==> src/rtl/audio_pkg.sv <==
// audio_pkg: PCM sample type and saturation helper shared by the audio input chain
//   PCM_W   : PCM sample width
//   pcm_t   : signed PCM sample
//   sat_pcm : clamp a wide signed value into the pcm_t range
package audio_pkg;
   localparam int PCM_W = 16;
   typedef logic signed [PCM_W-1:0] pcm_t;
   localparam logic signed [63:0] PCM_MAX = (64'sd1 <<< (PCM_W-1)) - 64'sd1;
   localparam logic signed [63:0] PCM_MIN = -(64'sd1 <<< (PCM_W-1));
   function automatic pcm_t sat_pcm(input logic signed [63:0] x);
      return x > PCM_MAX ? PCM_MAX[PCM_W-1:0] : x < PCM_MIN ? PCM_MIN[PCM_W-1:0] : x[PCM_W-1:0];
   endfunction
endpackage

==> src/rtl/pdm_clk_gen.sv <==
// pdm_clk_gen: PDM microphone clock divider and bit-sample strobe
//   clk       : system clock
//   reset     : synchronous active-high reset
//   enable_i  : 0 freezes the divider count and holds pdm_clk_o low
//   pdm_clk_o : clk/CLK_DIV, high for counts 0..CLK_DIV/2-1
//   bit_stb_o : one-cycle strobe on the last low-phase count, just before pdm_clk_o rises
module pdm_clk_gen #(
   parameter int CLK_DIV = 8
) (
   input  logic clk,
   input  logic reset,
   input  logic enable_i,
   output logic pdm_clk_o,
   output logic bit_stb_o
);
   localparam int CW = $clog2(CLK_DIV);
   logic [CW-1:0] cnt_q, cnt_d;
   logic pdm_clk_q, pdm_clk_d;
   always_comb begin
      cnt_d = enable_i ? (cnt_q == CW'(CLK_DIV-1) ? '0 : cnt_q + 1'b1) : cnt_q;
      // Registered from the next count so pdm_clk tracks the count without a combinational output.
      pdm_clk_d = enable_i && (cnt_d < CW'(CLK_DIV/2));
   end
   always_ff @(posedge clk) begin
      if (reset) begin
         cnt_q     <= '0;
         pdm_clk_q <= 1'b0;
      end else begin
         cnt_q     <= cnt_d;
         pdm_clk_q <= pdm_clk_d;
      end
   end
   assign pdm_clk_o = pdm_clk_q;
   assign bit_stb_o = enable_i && cnt_q == CW'(CLK_DIV-1);
endmodule

==> src/rtl/pdm_cic_decimator.sv <==
// pdm_cic_decimator: PDM capture and N-stage CIC decimate-by-DECIM to signed PCM
//   clk, reset : system clock, synchronous active-high reset
//   enable     : 0 holds pdm_clk low and freezes the filter; the output handshake still completes
//   pdm_clk    : microphone clock, clk/CLK_DIV
//   pdm_data   : microphone bit, sampled just before each pdm_clk rising edge
//   out_data   : saturated signed PCM sample, valid while out_valid=1
//   out_valid  : out_data holds an unconsumed sample
//   out_ready  : downstream accepts the sample
//   overrun    : sticky, a sample overwrote an unconsumed one
module pdm_cic_decimator
   import audio_pkg::*;
#(
   parameter int CLK_DIV  = 8,
   parameter int DECIM    = 32,
   parameter int N_STAGES = 4,
   parameter int OUT_W    = 16
) (
   input  logic                    clk,
   input  logic                    reset,
   input  logic                    enable,
   output logic                    pdm_clk,
   input  logic                    pdm_data,
   output logic signed [OUT_W-1:0] out_data,
   output logic                    out_valid,
   input  logic                    out_ready,
   output logic                    overrun
);
   localparam int LR    = $clog2(DECIM);
   localparam int W     = 2 + N_STAGES*LR;
   localparam int SHIFT = N_STAGES*LR - (OUT_W-1);
   localparam logic signed [W-1:0] P1 = W'(1);
   localparam logic signed [W-1:0] M1 = W'(-1);
   logic bit_stb, wrap, dec_stb_q, load;
   logic [LR-1:0] dec_cnt_q;
   logic signed [W-1:0] int_q [N_STAGES];
   logic signed [W-1:0] int_d [N_STAGES];
   logic signed [W-1:0] comb_q [N_STAGES];
   logic signed [W-1:0] dly_q [N_STAGES];
   logic signed [W-1:0] comb_in [N_STAGES];
   logic signed [W-1:0] samp_q, scaled;
   logic [N_STAGES-1:0] stg_v_q, v_in;
   logic signed [OUT_W-1:0] out_data_q, out_data_d;
   logic out_valid_q, out_valid_d, overrun_q, overrun_d;
   pdm_clk_gen #(.CLK_DIV(CLK_DIV)) u_clk_gen (
      .clk      (clk),
      .reset    (reset),
      .enable_i (enable),
      .pdm_clk_o(pdm_clk),
      .bit_stb_o(bit_stb)
   );
   // Integrators chain through next-state values so the decimated output includes the current bit.
   for (genvar k = 0; k < N_STAGES; k++) begin : g_stage
      if (k == 0) begin : g_first
         assign int_d[k]   = int_q[k] + (pdm_data ? P1 : M1);
         assign comb_in[k] = samp_q;
      end else begin : g_next
         assign int_d[k]   = int_q[k] + int_d[k-1];
         assign comb_in[k] = comb_q[k-1];
      end
   end
   assign wrap   = dec_cnt_q == LR'(DECIM-1);
   assign v_in   = (stg_v_q << 1) | N_STAGES'(dec_stb_q);
   assign scaled = comb_q[N_STAGES-1] >>> SHIFT;
   assign load   = enable && stg_v_q[N_STAGES-1];
   always_ff @(posedge clk) begin
      if (reset) begin
         dec_cnt_q <= '0;
         dec_stb_q <= 1'b0;
         samp_q    <= '0;
         stg_v_q   <= '0;
         for (int i = 0; i < N_STAGES; i++) begin
            int_q[i]  <= '0;
            comb_q[i] <= '0;
            dly_q[i]  <= '0;
         end
      end else if (enable) begin
         dec_stb_q <= bit_stb && wrap;
         stg_v_q   <= v_in;
         if (bit_stb) begin
            dec_cnt_q <= dec_cnt_q + 1'b1;
            for (int i = 0; i < N_STAGES; i++) int_q[i] <= int_d[i];
            if (wrap) samp_q <= int_d[N_STAGES-1];
         end
         // Each comb fires as the decimated strobe ripples through, one stage per clk.
         for (int i = 0; i < N_STAGES; i++) begin
            if (v_in[i]) begin
               comb_q[i] <= comb_in[i] - dly_q[i];
               dly_q[i]  <= comb_in[i];
            end
         end
      end
   end
   always_comb begin
      out_data_d  = load ? OUT_W'(sat_pcm(64'(scaled))) : out_data_q;
      out_valid_d = load || (out_valid_q && !out_ready);
      overrun_d   = overrun_q || (load && out_valid_q && !out_ready);
   end
   always_ff @(posedge clk) begin
      if (reset) begin
         out_data_q  <= '0;
         out_valid_q <= 1'b0;
         overrun_q   <= 1'b0;
      end else begin
         out_data_q  <= out_data_d;
         out_valid_q <= out_valid_d;
         overrun_q   <= overrun_d;
      end
   end
   assign out_data  = out_data_q;
   assign out_valid = out_valid_q;
   assign overrun   = overrun_q;
endmodule
==> config.mk <==
export PLATFORM = sky130hd
export DESIGN_NAME = pdm_cic_decimator
export DESIGN_NICKNAME = d
export VERILOG_FILES = /design/src/rtl/audio_pkg.sv /design/src/rtl/pdm_clk_gen.sv /design/src/rtl/pdm_cic_decimator.sv
export SDC_FILE = /design/constraint.sdc
export NUM_CORES = 1
export LEC_CHECK = 0
export CELL_PAD_IN_SITES_DETAIL_PLACEMENT = 0
export CELL_PAD_IN_SITES_GLOBAL_PLACEMENT = 1
export CORE_MARGIN = 1
export CORE_UTILIZATION = 50
export DETAILED_ROUTE_END_ITERATION = 16
export GPL_TIMING_DRIVEN = 0
export PLACE_DENSITY_LB_ADDON = 0.1
export SYNTH_ARGS = -nofsm -noshare
export SYNTH_HDL_FRONTEND = slang
export SYNTH_SLANG_ARGS = --single-unit
export TNS_END_PERCENT = 30
==> constraint.sdc <==
create_clock -name clk -period 13.3 [get_ports clk]
set_input_delay 3.325 -clock clk [delete_from_list [all_inputs] [get_ports clk]]
set_output_delay 3.325 -clock clk [all_outputs]
set_load 0.01 [all_outputs]
### Word-level counts from Yosys, hierarchy flattened

Memory sizes are Yosys's and may differ from the RTL's.
Index checks and enable logic that the tools add are counted.

* register bits after elaboration: 54
* memory bits (writable): 264
* bits of input ports: 5
* output and inout bits: 19
* memories: 3

Memory list
* comb_q: words 4, width 22, read ports 4, clocked after Yosys merged registers in 0, wr ports 4, RTL line pdm_cic_decimator.sv:37 `logic signed [W-1:0] comb_q [N_STAGES];`
* dly_q: words 4, width 22, read ports 4, clocked after Yosys merged registers in 0, wr ports 4, RTL line pdm_cic_decimator.sv:38 `logic signed [W-1:0] dly_q [N_STAGES];`
* int_q: words 4, width 22, read ports 4, clocked after Yosys merged registers in 0, wr ports 4, RTL line pdm_cic_decimator.sv:35 `logic signed [W-1:0] int_q [N_STAGES];`

* add/subtract/negate cells: 10
* order comparisons: 3
* equality and inequality tests: 2
* muxes and demuxes: 39
* bitwise operators: 13
* reduce and logical (&&, ||, !) cells: 12

Operators with widths (number)
* $mux W22: 13
* $add A22 B22 Y22: 4
* $sub A22 B22 Y22: 4
* $mux W16: 2
* $mux W1: 22
* $gt A17 B16 Y1 const B: 1
* $lt A17 B16 Y1 const B: 1
* $or A1 B1 Y1: 12
* $logic_and A1 B1 Y1: 7
* $mux W3: 2
* $add A5 B1 Y5 const B: 1
* $eq A5 B5 Y1 const B: 1
* $or A4 B1 Y4: 1
* $add A3 B1 Y3 const B: 1
* $eq A3 B3 Y1 const B: 1
* $lt A3 B3 Y1 const B: 1
* $reduce_and A3 Y1: 1
* $logic_or A1 B1 Y1: 2
* $reduce_and A2 Y1: 1
* $logic_not A1 Y1: 1

### Depth between registers and ports, before layout

* word-level depth: 7
* gate-level depth with buffers: 34
* gate-level depth less buffers: 34

### Modules after synthesis

Synthesis repeated with hierarchy kept, for this count alone.

* cells, all modules: 1871
* area total of the unflattened synthesis: 19053.3 sq um

Modules (own cells, without submodules)
* pdm_cic_decimator: instances 1, cells each 1856, area an instance 18883.1 sq um, sequential area each 8778.4 sq um
* pdm_clk_gen: instances 1, cells each 15, area an instance 170.2 sq um, sequential area each 80.1 sq um

### Worst setup path after synthesis

OpenSTA, ideal clock, no wires.

* kind: input-to-reg
* start: input pdm_data
* end: memory int_q[3][21] (netlist name), data pin
* arrival time: 9.306 ns
* data required time: 13.034 ns
* path slack: 3.728 ns
* cell stages on the path: 32
* buffers on the path: 0
* path through: inv_1 > ha_1 > nor2b_1 > o21ai_0 > a21oi_1 > o21a_1 > o21a_1 > o21ai_0 > nand2b_1 > xor2_1 > ha_1 > and3_1 > o21a_1 > a311o_2 > a21oi_1 > xnor2_1 > ha_1 > nand2_1 > nor2_1 > a41oi_1 > nand2_1 > a31o_2 > a31oi_1 > o21ai_1 > xor2_1 > ha_1 > or2_2 > a211oi_1 > a221oi_1 > o211ai_1 > xor2_1 > nor2_1

RTL lines
* from (decl): RTL line pdm_cic_decimator.sv:22 `input logic pdm_data,`
* to (decl): RTL line pdm_cic_decimator.sv:35

==> reports/results.txt <==
The highest fanout seen on the critical path is 20. The primary flip-flop cell chosen by synthesis mapping is edfxtp_1. Of the total power, combinational logic draws 27.8%.

Prior to clock tree synthesis, the placed netlist has a worst setup slack of 1800 ps. Cell repeated most along the worst path: ha_1. In this run the power spent charging and discharging nets is 0.9439 mW. STA classifies the critical path endpoint as a register. The clock network burns 35.9% of the power. The number of slew-limit violations in the final report was 0; the layout-stage area growth over the synthesis result was 12.15%. Data on the critical path is required at its endpoint by 13710 ps.

CTS saw 313 sinks. The synthesized design contains 259 enable-type register cells. The final count of hold timing violations came out at 0. Achievable clock frequency: 91.05 MHz. In the final design database the tool counted 2126 nets. The type of the worst setup path was input pin to register. Counting the fill cells in the layout gives 3311. Measured against its own limit, the worst slew margin works out to 36.27%.

Dividing the detail-routed wire length by the instance count gives 15.48 um. In this run, flip-flops and latches consume 36.3% of the power. TritonCTS built the clock tree. After clock tree synthesis, the clock-pin slew on the worst setup and hold paths is 60 ps. The routability congestion estimate from global placement was 0.7993. In this run, post-CTS repair resized a total of 0 instances. Once layout is complete, the utilization of the core stands at 56.81%. For this block, the routed nets add up to 38.43 mm of wire.

After floorplanning, the core was sized to cover 0.03749 sq mm. The total chip power came out at 3.060 mW. After the first detailed-routing iteration, the DRC count stood at 564. In this run switching power makes up 30.84% of total power.

The tools report the sum of negative setup slack as 0 ps. The peak ir drop on the vdd network was 0.08788 mV. The routed layout has 13270 vias. The tool flagged a number of max-cap violations equal to 0. Setup violations remaining at the end of the flow were counted as 0. The global route total overflow is 0.

The number of antenna diodes in the final layout is 0. Entering global routing, the biggest net connects 47 pins. In the synthesized netlist the async set-or-reset flop fraction comes to 0%. For the via count of the first global-routing pass, the log shows 12680. Setup repair after global routing left no endpoint under its margin. The worst path in the final design needs a cycle of 10980 ps, including I/O delays and setup. Using the TritonRoute via totals, the vias-per-cell ratio works out to 5.345. The logs give 75 for the count of different cell masters after synthesis and 5890 ps for the worst reg-to-reg setup slack. The first TritonRoute pass finished after 5 iterations.

Final standard cell count with taps included and fillers excluded: 2483. The count of mapped cells out of synthesis is 1877, and the die span in y is 196.9 um. The clock tree synthesis step divided the H-tree into 2 levels. Detailed placement ended at an HPWL of 28.85 mm. The classification of the worst-slack hold path was register to register. The root buffer cell was clkbuf_16. The count of nets left with antenna violations once routing finished came out at 0.

Dividing the synthesized area by the synthesized cell count gives 10.12 sq um. Clock skew on the completed layout was measured at 16.10 ps. Cells with a size suffix above 1 make up 5.122% of the layout. The flow ran to the end, and the final reports show no timing, DRC or antenna violations. Registers take 0.008859 sq mm. The initial antenna violation count was 0; the transition time of the tightest slew-check pin was 956.0 ps. The initial utilization of the core area, before any placement, comes to 50.65%.

The number of warning messages in the yosys log was 0; the delay of the slowest cell on the worst path was 640 ps. The library cell used most frequently in the layout, excluding fill and tap cells, is edfxtp_1. Clock tree synthesis inserted a total of 38 buffers. Cell internal power was estimated by the tool at 2.116 mW.

Power spread over the standard cell area amounts to 143.7 mW/mm^2. Port buffering added 21 buffers. For this design the static power due to leakage is 8.758 nW. In the routed design, unresolved DRC markers number 0. Once placement completed, the tool counted placed cells totaling 2413. The multi-input combinational cells in the finished layout cover a total of 0.009479 sq mm. The run gives 11390 ps as the arrival time of the worst setup path.

Ratio of final minimum period to clock period: 82.57%. The worst-path cell with the longest stage delay was inv_1. The later pin in the worst-skew pair is clocked with a latency of 540 ps.

For this run, the register share of the synthesized area comes to 46.65%. Counting along the longest clock path gives a buffer depth of 3. In this run the post-CTS setup repair buffer count came out at 0.

The tools report the startpoint class of the critical path as an input pin. The logs give 24 for the top-level port count and 0 for the number of buffers inserted for hold repair after clock tree synthesis. After routing the design area is 0.02130 sq mm.

The number of synthesized register bits works out to 313. The x dimension of the die was 196.9 um. The total track usage is 20.46%, and the row count is 71. The first global-routing pass estimated 63.64 mm of wire. The tightest hold path in the finished design has a slack of 459.4 ps. The worst path setup slack after routing is 2318 ps, and the cell area after synthesis is 0.01899 sq mm. The floorplan step defined a die boundary enclosing 0.03876 sq mm.

The run gives 0.01996 sq mm as the standard cell area after detailed placement. The number of nets in the synthesized netlist is 2061. The library cells used most frequently in the layout, excluding fill and tap cells, are edfxtp_1 (259), nor2_1 (209), ha_1 (172), and2_1 (141), a21oi_1 (138).
[Yosys cell counts, types with 15 or more instances]
master / instances / share of area [%]
edfxtp_1: 259 / 41
nor2_1: 209 / 4.1
ha_1: 172 / 11
and2_1: 141 / 4.6
a21oi_1: 138 / 3.6
inv_1: 128 / 2.5
nand2_1: 90 / 1.8
nor3_1: 78 / 2.1
xnor2_1: 70 / 3.2
o21ai_0: 61 / 1.6
dfxtp_1: 54 / 5.7
xor2_1: 51 / 2.4
clkbuf_1: 46 / 0.91
a21o_1: 45 / 1.8
nand2b_1: 36 / 1.2
nor2b_1: 33 / 1.1
o21a_1: 32 / 1.3
nand3_1: 23 / 0.61
a211oi_1: 16 / 0.63
nor3b_1: 15 / 0.59
or3_1: 15 / 0.49
[final timing paths]
kind / startpoint / to / cells after the start
worst max-delay path: pdm_data / samp_q[21] / 34
worst max register to register: int_q[0][0] / samp_q[21] / 33
worst min register to register: out_data[15] / out_data[15] / 2
worst min-delay path: out_data[15] / out_data[15] / 2
[cell families after synthesis]
kind of cell / share of synthesized area (%)
XOR/XNOR: 5.825
flip-flops: 46.65
adder cells (fa/ha/maj): 12.07
AND/OR/NAND/NOR: 18.52
AO/OA/AOI/OAI: 13.15
buffers and inverters: 3.519
multiplexers: 0.2636
[layer usage]
layer	GRT usage (%)	wire (um)	vias to the layer above	part of all wire, %
li1	-	-	6824	-
met1	29.75	19660	6211	51
met2	31.74	16600	187	43
met3	2.995	1494	49	3.9
met4	5.656	669	0	1.7
met5	0	0	-	0
[power groups by stage]
| stage | registers (mW) | logic (mW) | clock network (mW) |
|---|---|---|---|
| 2_1_floorplan | 1.13 | 0.650 | 0 |
| 3_3_place_gp | 1.13 | 0.829 | 0 |
| 3_5_place_dp | 1.13 | 0.843 | 0 |
| 4_1_cts | 1.11 | 0.852 | 1.12 |
| 5_1_grt | 1.11 | 0.950 | 1.16 |
| 6_report | 1.11 | 0.852 | 1.10 |
[sequential cells by signal, indices dropped and copies added, names as in the netlist, 3 cells and up]
signal and count:
comb_q 83, dec_cnt_q 5, dly_q 88, int_q 88, out_data 16, samp_q 22, stg_v_q 4, u_clk_gen.cnt_q 3
[final cells by class]
| cell class | instances | share of cell area, % |
|---|---|---|
| flip-flops and latches | 313 | 41.60 |
| well taps | 511 | 3.002 |
| repair buffers | 25 | 1.469 |
| clock inverters | 17 | 1.011 |
| plain buffers | 50 | 0.8813 |
| multi-input cells | 1386 | 44.51 |
| inverters | 128 | 2.256 |
| clock buffers | 53 | 5.270 |
[worst max-delay path: cells and delay by family]
family	cells	cell delay (ps)
adders and majority gates	4	1440
xor gates and xnor gates	4	1030
and+or+nand+nor	8	1150
buffers and inverters	2	1170
AOI/OAI and AO/OA	16	3280
Power figures use the tool's default switching activity.
